`config.mk`:
```
export PLATFORM = sky130hd
export DESIGN_NAME = sram_wb_arbiter
export DESIGN_NICKNAME = d
export VERILOG_FILES = /design/src/rtl/sram_wb_arbiter.sv
export SDC_FILE = /design/constraint.sdc
export NUM_CORES = 1
export LEC_CHECK = 0
export BUFFER_PORTS_ARGS = -buffer_cell sky130_fd_sc_hd__buf_4
export CORE_ASPECT_RATIO = 1.5
export CORE_MARGIN = 5
export CORE_UTILIZATION = 30
export CTS_CLUSTER_SIZE = 40
export DETAILED_ROUTE_END_ITERATION = 7
export PLACE_DENSITY = 0.68
export SYNTH_ARGS = -nofsm -noshare
export SYNTH_HDL_FRONTEND = slang
export SYNTH_SLANG_ARGS = --single-unit
```
`constraint.sdc`:
```
create_clock -name CLK_I -period 2.4 [get_ports CLK_I]
set_input_delay 0.12 -clock CLK_I [delete_from_list [all_inputs] [get_ports CLK_I]]
set_output_delay 0.12 -clock CLK_I [all_outputs]
set_load 0.01 [all_outputs]
```
`src/rtl/sram_wb_arbiter.sv`:
```
// Two-requester Wishbone arbiter in front of a single SRAM controller slave.
// Optional macro SRAM_ARB_ROUND_ROBIN_EN: round-robin tie-break instead of fixed M0 priority.
module sram_wb_arbiter #(
  parameter int ADDR_WIDTH     = 20,
  parameter int DATA_WIDTH     = 8,
  parameter int CTAG_WIDTH     = 2,
  parameter int TIMEOUT_CYCLES = 64
) (
  input  logic                  CLK_I,
  input  logic                  RST_I,
  input  logic                  m0_CYC_I,
  input  logic                  m0_STB_I,
  input  logic                  m0_WE_I,
  input  logic                  m0_LOCK_I,
  input  logic [ADDR_WIDTH-1:0] m0_ADR_I,
  input  logic [DATA_WIDTH-1:0] m0_DAT_I,
  input  logic [CTAG_WIDTH-1:0] m0_TGC_I,
  output logic [DATA_WIDTH-1:0] m0_DAT_O,
  output logic                  m0_ACK_O,
  output logic                  m0_ERR_O,
  input  logic                  m1_CYC_I,
  input  logic                  m1_STB_I,
  input  logic                  m1_WE_I,
  input  logic                  m1_LOCK_I,
  input  logic [ADDR_WIDTH-1:0] m1_ADR_I,
  input  logic [DATA_WIDTH-1:0] m1_DAT_I,
  input  logic [CTAG_WIDTH-1:0] m1_TGC_I,
  output logic [DATA_WIDTH-1:0] m1_DAT_O,
  output logic                  m1_ACK_O,
  output logic                  m1_ERR_O,
  output logic                  s_CYC_O,
  output logic                  s_STB_O,
  output logic                  s_WE_O,
  output logic [ADDR_WIDTH-1:0] s_ADR_O,
  output logic [DATA_WIDTH-1:0] s_DAT_O,
  output logic [CTAG_WIDTH-1:0] s_TGC_O,
  input  logic [DATA_WIDTH-1:0] s_DAT_I,
  input  logic                  s_ACK_I,
  input  logic                  s_ERR_I,
  output logic [1:0]            gnt_o,
  output logic [1:0]            dbg_state_o
);

  // Wishbone handshake: a beat completes on a cycle with CYC & STB & (ACK | ERR); the
  // owning requester holds ADR/DAT/WE/TGC stable until that cycle.
  typedef enum logic [1:0] {IDLE = 2'd0, GRANT0 = 2'd1, GRANT1 = 2'd2, FLUSH = 2'd3} state_t;

  localparam int CNT_W = $clog2(TIMEOUT_CYCLES + 1);
  localparam logic [CNT_W-1:0] CNT_LAST = CNT_W'(TIMEOUT_CYCLES - 1);

  state_t           state_q, state_d;
  logic [1:0]       gnt_q, gnt_d;
  logic [CNT_W-1:0] cnt_q, cnt_d;
  logic             flush_m1_q, flush_m1_d;

  logic own_m1, own_cyc, own_stb, own_lock, granted, stall, timeout, tie_m1, pick_m1;

  assign own_m1   = (state_q == GRANT1) || ((state_q == FLUSH) && flush_m1_q);
  assign own_cyc  = own_m1 ? m1_CYC_I  : m0_CYC_I;
  assign own_stb  = own_m1 ? m1_STB_I  : m0_STB_I;
  assign own_lock = own_m1 ? m1_LOCK_I : m0_LOCK_I;
  assign granted  = (state_q == GRANT0) || (state_q == GRANT1);
  assign stall    = granted && own_cyc && own_stb && !s_ACK_I && !s_ERR_I;
  assign timeout  = stall && (cnt_q == CNT_LAST);

`ifdef SRAM_ARB_ROUND_ROBIN_EN
  logic last_m1_q, last_m1_d;
  assign tie_m1 = ~last_m1_q;

  always_ff @(posedge CLK_I or posedge RST_I) begin
    if (RST_I) last_m1_q <= 1'b1;
    else       last_m1_q <= last_m1_d;
  end
`else
  assign tie_m1 = 1'b0;
`endif

  assign pick_m1 = m1_CYC_I && (!m0_CYC_I || tie_m1);

  always_ff @(posedge CLK_I or posedge RST_I) begin
    if (RST_I) begin
      state_q    <= IDLE;
      gnt_q      <= 2'b00;
      cnt_q      <= '0;
      flush_m1_q <= 1'b0;
    end else begin
      state_q    <= state_d;
      gnt_q      <= gnt_d;
      cnt_q      <= cnt_d;
      flush_m1_q <= flush_m1_d;
    end
  end

  always_comb begin
    state_d    = state_q;
    gnt_d      = gnt_q;
    cnt_d      = '0;
    flush_m1_d = flush_m1_q;
`ifdef SRAM_ARB_ROUND_ROBIN_EN
    last_m1_d  = last_m1_q;
`endif
    case (state_q)
      IDLE: begin
        if (m0_CYC_I || m1_CYC_I) begin
          state_d = pick_m1 ? GRANT1 : GRANT0;
          gnt_d   = pick_m1 ? 2'b10 : 2'b01;
`ifdef SRAM_ARB_ROUND_ROBIN_EN
          last_m1_d = pick_m1;
`endif
        end
      end
      GRANT0, GRANT1: begin
        if (timeout) begin
          state_d    = FLUSH;
          gnt_d      = 2'b00;
          flush_m1_d = own_m1;
        end else if (!own_cyc && !own_lock) begin
          state_d = IDLE;
          gnt_d   = 2'b00;
        end else if (stall) begin
          cnt_d = cnt_q + 1'b1;
        end
      end
      FLUSH: begin
        if (!own_cyc) state_d = IDLE;
      end
      default: state_d = IDLE;
    endcase
  end

  // A locked requester with CYC low keeps the grant but the slave sees no cycle.
  always_comb begin
    s_CYC_O  = 1'b0;
    s_STB_O  = 1'b0;
    s_WE_O   = 1'b0;
    s_ADR_O  = '0;
    s_DAT_O  = '0;
    s_TGC_O  = '0;
    m0_ACK_O = 1'b0;
    m0_ERR_O = 1'b0;
    m0_DAT_O = '0;
    m1_ACK_O = 1'b0;
    m1_ERR_O = 1'b0;
    m1_DAT_O = '0;
    if (granted) begin
      s_CYC_O = own_cyc;
      s_STB_O = own_cyc && own_stb;
      s_WE_O  = own_m1 ? m1_WE_I  : m0_WE_I;
      s_ADR_O = own_m1 ? m1_ADR_I : m0_ADR_I;
      s_DAT_O = own_m1 ? m1_DAT_I : m0_DAT_I;
      s_TGC_O = own_m1 ? m1_TGC_I : m0_TGC_I;
      if (own_m1) begin
        m1_ACK_O = s_ACK_I;
        m1_ERR_O = s_ERR_I || timeout;
        m1_DAT_O = s_DAT_I;
      end else begin
        m0_ACK_O = s_ACK_I;
        m0_ERR_O = s_ERR_I || timeout;
        m0_DAT_O = s_DAT_I;
      end
    end
  end

  assign gnt_o       = gnt_q;
  assign dbg_state_o = state_q;

endmodule

```
## After elaboration in Yosys (flattened, before gate mapping)

Index checks and enable logic that the tools add are counted.

| storage, ports and cells | value |
|---|---|
| bits in registers | 12 |
| latch bits | 0 |
| RAM bits | 0 |
| bits in read-only memories | 0 |
| bits of input ports | 80 |
| output and inout port bits | 57 |
| logic and storage cells | 73 |
| memories | 0 |

| cells by class | value |
|---|---|
| add/subtract/negate cells | 1 |
| multipliers | 0 |
| divide/modulo/power cells | 0 |
| $lt $le $gt $ge | 0 |
| equal/unequal tests | 7 |
| shift-type cells | 0 |
| multiplexer cells | 37 |
| bitwise logic cells | 0 |
| reduce and logical (&&, ||, !) cells | 24 |

Operator list:

| cell | number |
|---|---|
| two-way mux 8 bit | 6 |
| two-way mux 20 bit | 2 |
| two-way mux 7 bit | 4 |
| two-way mux 2 bit | 8 |
| two-way mux 1 bit | 15 |
| logical AND 1 bit | 9 |
| adder 7 x 1 -> 7 bit, second input constant | 1 |
| == test 7 x 6 -> 1 bit, second input constant | 1 |
| one-hot mux 2 bit (3 select lines) | 1 |
| AND reduction 3 bit | 2 |
| zero test 1 bit | 5 |
| == test 2 bit, second input constant | 2 |
| logical OR 1 bit | 4 |
| inequality test 2 bit, second input constant | 2 |
| one-hot mux 2 bit (2 select lines) | 1 |
| inequality test 3 bit, second input constant | 1 |
| == test 2 x 1 -> 1 bit, second input constant | 1 |
| zero test 2 bit | 1 |
| AND reduction 2 bit | 1 |
| nonzero test 2 bit | 1 |
| OR reduction 2 bit | 1 |

## Logic depth before layout (Yosys ltp)

| logic depth | value |
|---|---|
| depth after elaboration | 12 |
| depth in mapped cells | 9 |
| gate-level depth less buffers | 8 |

## Least setup slack after synthesis

OpenSTA, ideal clock, no wires.

| timing path | value |
|---|---|
| path kind | register to output |
| start point | register state_q[0], in the netlist dbg_state_o[0] |
| end point | output m0_ERR_O |
| arrival time | 1925 ps |
| required time | 2280 ps |
| path slack | 355 ps |
| cell stages (with the launch flop) | 8 |
| buffers on the path | 0 |
| path through | dfrtp_1 > inv_1 > ha_1 > a21oi_2 > mux2_4 > nor4b_4 > nor2_1 > nor2_1 |

| between the ends | value |
|---|---|
| cells in the longest elaborated chain, start to end | 12 |
| elaborated cells on any way between the ends | 16 |
| those cells by class | eq/ne (3); mux (4); reduce/logical (9) |

Ends and longest elaborated chain:

| item | line | text |
|---|---|---|
| start, declared | 51 | `state_t state_q, state_d;` |
| start signal, assigned | 87 | `state_q <= state_d;` |
| == test 2 bit | 58 | `assign own_m1 = (state_q == GRANT1) \|\| ((state_q == FLUSH) && flush_m1_q);` |
| logical AND 1 bit | 58 |  |
| logical OR 1 bit | 58 |  |
| two-way mux 1 bit | 59 | `assign own_cyc = own_m1 ? m1_CYC_I : m0_CYC_I;` |
| logical AND 1 bit (4 in a row) | 63 | `assign stall = granted && own_cyc && own_stb && !s_ACK_I && !s_ERR_I;` |
| logical AND 1 bit | 64 | `assign timeout = stall && (cnt_q == CNT_LAST);` |
| logical OR 1 bit | 158 | `m0_ERR_O = s_ERR_I \|\| timeout;` |
| two-way mux 1 bit | 152 | `if (own_m1) begin` |
| two-way mux 1 bit (*) | 145 | `if (granted) begin` |
| end, declared | 20 | `output logic m0_ERR_O,` |

Every way passes the cells marked *; elsewhere a longest branch is shown, timed or not.

## Worst setup path after layout

| timing path | value |
|---|---|
| start point | register state_q[0], in the netlist dbg_state_o[0] |
| end point | output s_WE_O |

| between the ends | value |
|---|---|
| cells in the longest elaborated chain, start to end | 5 |
| elaborated cells on any way between the ends | 8 |
| those cells by class | eq/ne (3); mux (2); reduce/logical (3) |

Ends and longest elaborated chain:

| item | line | text |
|---|---|---|
| == test 2 bit | 58 |  |
| logical AND 1 bit | 58 |  |
| logical OR 1 bit | 58 |  |
| two-way mux 1 bit | 148 | `s_WE_O = own_m1 ? m1_WE_I : m0_WE_I;` |
| two-way mux 1 bit (*) | 145 |  |
| end, declared | 33 | `output logic s_WE_O,` |

Marked as above.

==> results.md <==
* Status: completed
* Mux cell area share after synthesis at 6.948%
* Predominant post-synthesis flop cell: dfrtp_1
* Design Power at 2.110 mW
* Startpoint types: register
* Slew margin rel. at 69.03%
* Hold Violations, Final at 0
* Final period utilization at 90.84%
* Clk sink count at 12
* Row count at 30
* Async S/R FF share, synth at 100.0%
* GRT Total Usage at 17.27%
* Slew at the pin with the worst max-slew slack at 0.4641 ns
* Minimum clock period at 2.180 ns
* Synth top area share at 21.11%
* Min-Delay Path Class: input port to register
* Final setup vio count at 0
* H-tree depth at 1
* Layout cell share with drive strength beyond 1 at 45.51%
* Max IR drop VDD at 0.7123 mV
* Ports at 137
* Drt first pass iters at 4
* Synth warnings at 0
* Post-route antenna net violation count at 0
* Most frequent cells in the layout: buf_4 (140), nand2_1 (71), a21boi_0 (32), and3_1 (20), nor2_1 (14)
* Synth top area cells: dfrtp_1 (21%), nand2_1 (19%), a21boi_0 (17%)
* Crit path kind: register to primary output
* Synth Cell Area at 1423 µm²
* Largest family of logic cells by synthesized area: simple AND/OR/NAND/NOR gates
* FF+latch count, synth at 12
* Drt via density at 4.641
* Sequential cell area at 300.3 µm²
* FILL cells at 493
* Drt total wl at 5702 µm
* Fmax at 458.7 MHz
* Largest net degree at the start of global routing at 47
* Syn nets at 289
* Max-slew violations at 0
* PortBufs at 136
* Cts bufs inserted at 3
* Multi-input gate area at 1050 µm²
* Setup TNS at 0 ns
* Clk_lat worst skew at 0.24 ns
* Synthesized instance count at 204
* Min-Delay Startpoint: m0_CYC_I
* R2R Path Start: dbg_state_o[0]
* Setup crit end kind: primary output
* RSZ-0062 raised after global routing: no
* Post-Synth Adder-Cell Area at 4.398%
* Initial DRC count at 101
* Largest area contributor in the netlist: dfrtp_1
* First-pass GRT wire length at 8645 µm
* Compound-Gate Fraction of Synth Area at 21.46%
* CP Max Fanout at 42
* Clock slew at reported path FFs at 0.05 ns
* Die height at 94.34 µm
* Simple-Gate Fraction of Synth Area at 37.99%
* TritonCTS clock tree: done
* CTS Buffer Depth at 2
* Residual DRC at 0
* Die span in x at 66.23 µm
* Final #Nets at 421
* Syn Area/Cell at 6.974 µm²
* PD cells at 824.8 nW/µm²
* Clk root buf: clkbuf_8
* Commonest non-fill, non-tap cell in the layout: buf_4
* Critical path arrival at 2.06 ns
* Final Skew at 0.001490 ns
* Dpl hpwl at 4566 µm
* GP Congestion at 0.7795
* Post-synth EDFFs at 0
* Area Overhead vs Synth at 79.86%
* Yosys cell types at 30
* Initial Util at 31.07%
* Total grt overflow at 0
* Core Area at 4579 µm²
* Post-Synth XOR/XNOR Area at 2.463%
* Leakage Power at 1.407 nW
* Crit path from: dbg_state_o[0]
* Max-cap viol count at 0
* CP Data Required Time at 2.28 ns
* Antenna violations before repair at 0
* Die Area at 6248 µm²
* Per-cell routed wire length at 14.33 µm
* DR vias at 1847
* Seq/Total Area, Yosys at 21.11%
* Antenna diode count at 0
* Vias in the first global route at 1811
[metrics by stage]
step / hold WS, ns / instances / setup slack [ns] / utilization [%] / instance area, µm²
3_5_place_dp: 0.1658 / 394 / 0.3474 / 54.67 / 2504
5_1_grt: 0.2606 / 398 / 0.001651 / 55.87 / 2559
3_3_place_gp: 0.1600 / 394 / 0.3809 / 54.67 / 2504
6_report: 0.2351 / 398 / 0.2198 / 55.87 / 2559
4_1_cts: 0.2332 / 398 / 0.09736 / 55.79 / 2555
2_1_floorplan: -0.01530 / 204 / 0.3547 / - / 1423
[final timing paths]
kind / endpoint / slack [ns] / depth (start not counted)
worst max register to register: dbg_state_o[1] / 0.27 / 8
max in group asynchronous: cnt_q[6] / 1.63 / 3
min in group asynchronous: gnt_o[1] / 0.45 / 3
worst min-delay path: gnt_o[0] / 0.24 / 3
worst max-delay path: s_WE_O / 0.22 / 7
worst min register to register: cnt_q[0] / 0.47 / 1
[power by group]
group          internal (mW)  total, mW  switching, mW
logic                  0.850       1.68          0.830
clock network          0.110      0.177         0.0670
registers              0.232      0.253         0.0206
total                   1.19       2.11          0.918
[sequential cells by signal, summed over array words and instances (netlist names)]
signal       flops
flush_m1_q       1
dbg_state_o      2
cnt_q            7
gnt_o            2
[logic make-up after synthesis]
family,Yosys count
buffers and inverters,19
adder cells (fa/ha/maj),5
flip-flops,12
XOR/XNOR,4
AND/OR/NAND/NOR,116
multiplexers,8
AO/OA/AOI/OAI,40
[area by class of cell]
class | instances | area share, %
repair buffers | 142 | 41.91
multi-input cells | 173 | 41.03
flip-flops and latches | 12 | 11.74
well taps | 64 | 3.130
inverters | 4 | 0.5868
clock buffers | 3 | 1.614
[per-layer routing]
metal	vias up	global-route usage [%]	share of wire, %	wire [µm]
met2	92	31.23	50	2841
li1	943	-	-	-
met4	0	5.932	1.9	110
met3	8	4.405	12	675
met1	804	19.14	36	2074
met5	-	0	0	0
[cells in the mapped netlist, drive strengths merged, types with 2 or more instances]
library cell,instances
dfrtp,12
mux2i,6
inv,4
clkbuf,13
nor2,14
xnor2,2
buf,2
a21oi,2
xor2,2
nor3b,2
nand2,71
o21ai,2
o2bb2ai,2
and3,21
a21boi,32
nand3,3
ha,5
mux2,2
[repair_timing]
| item | 4_1_cts | 5_1_grt |
|---|---|---|
| endpoints found under the setup margin | 0 | 12 |
| gates resized for setup | 0 | 1 |
| endpoints found under the hold margin | 12 | 0 |
| setup buffers | 0 | 1 |
| hold buffers | 1 | 0 |
[worst max-delay path, stage by stage, from the launching register on]
cell and delay (ns):
dfrtp_1 0.39, inv_1 0.13, ha_1 0.26, a21o_1 0.19
buf_6 0.31, nand2_1 0.08, a21boi_0 0.28, buf_4 0.18
No activity file was read; power rests on OpenSTA's default activity.
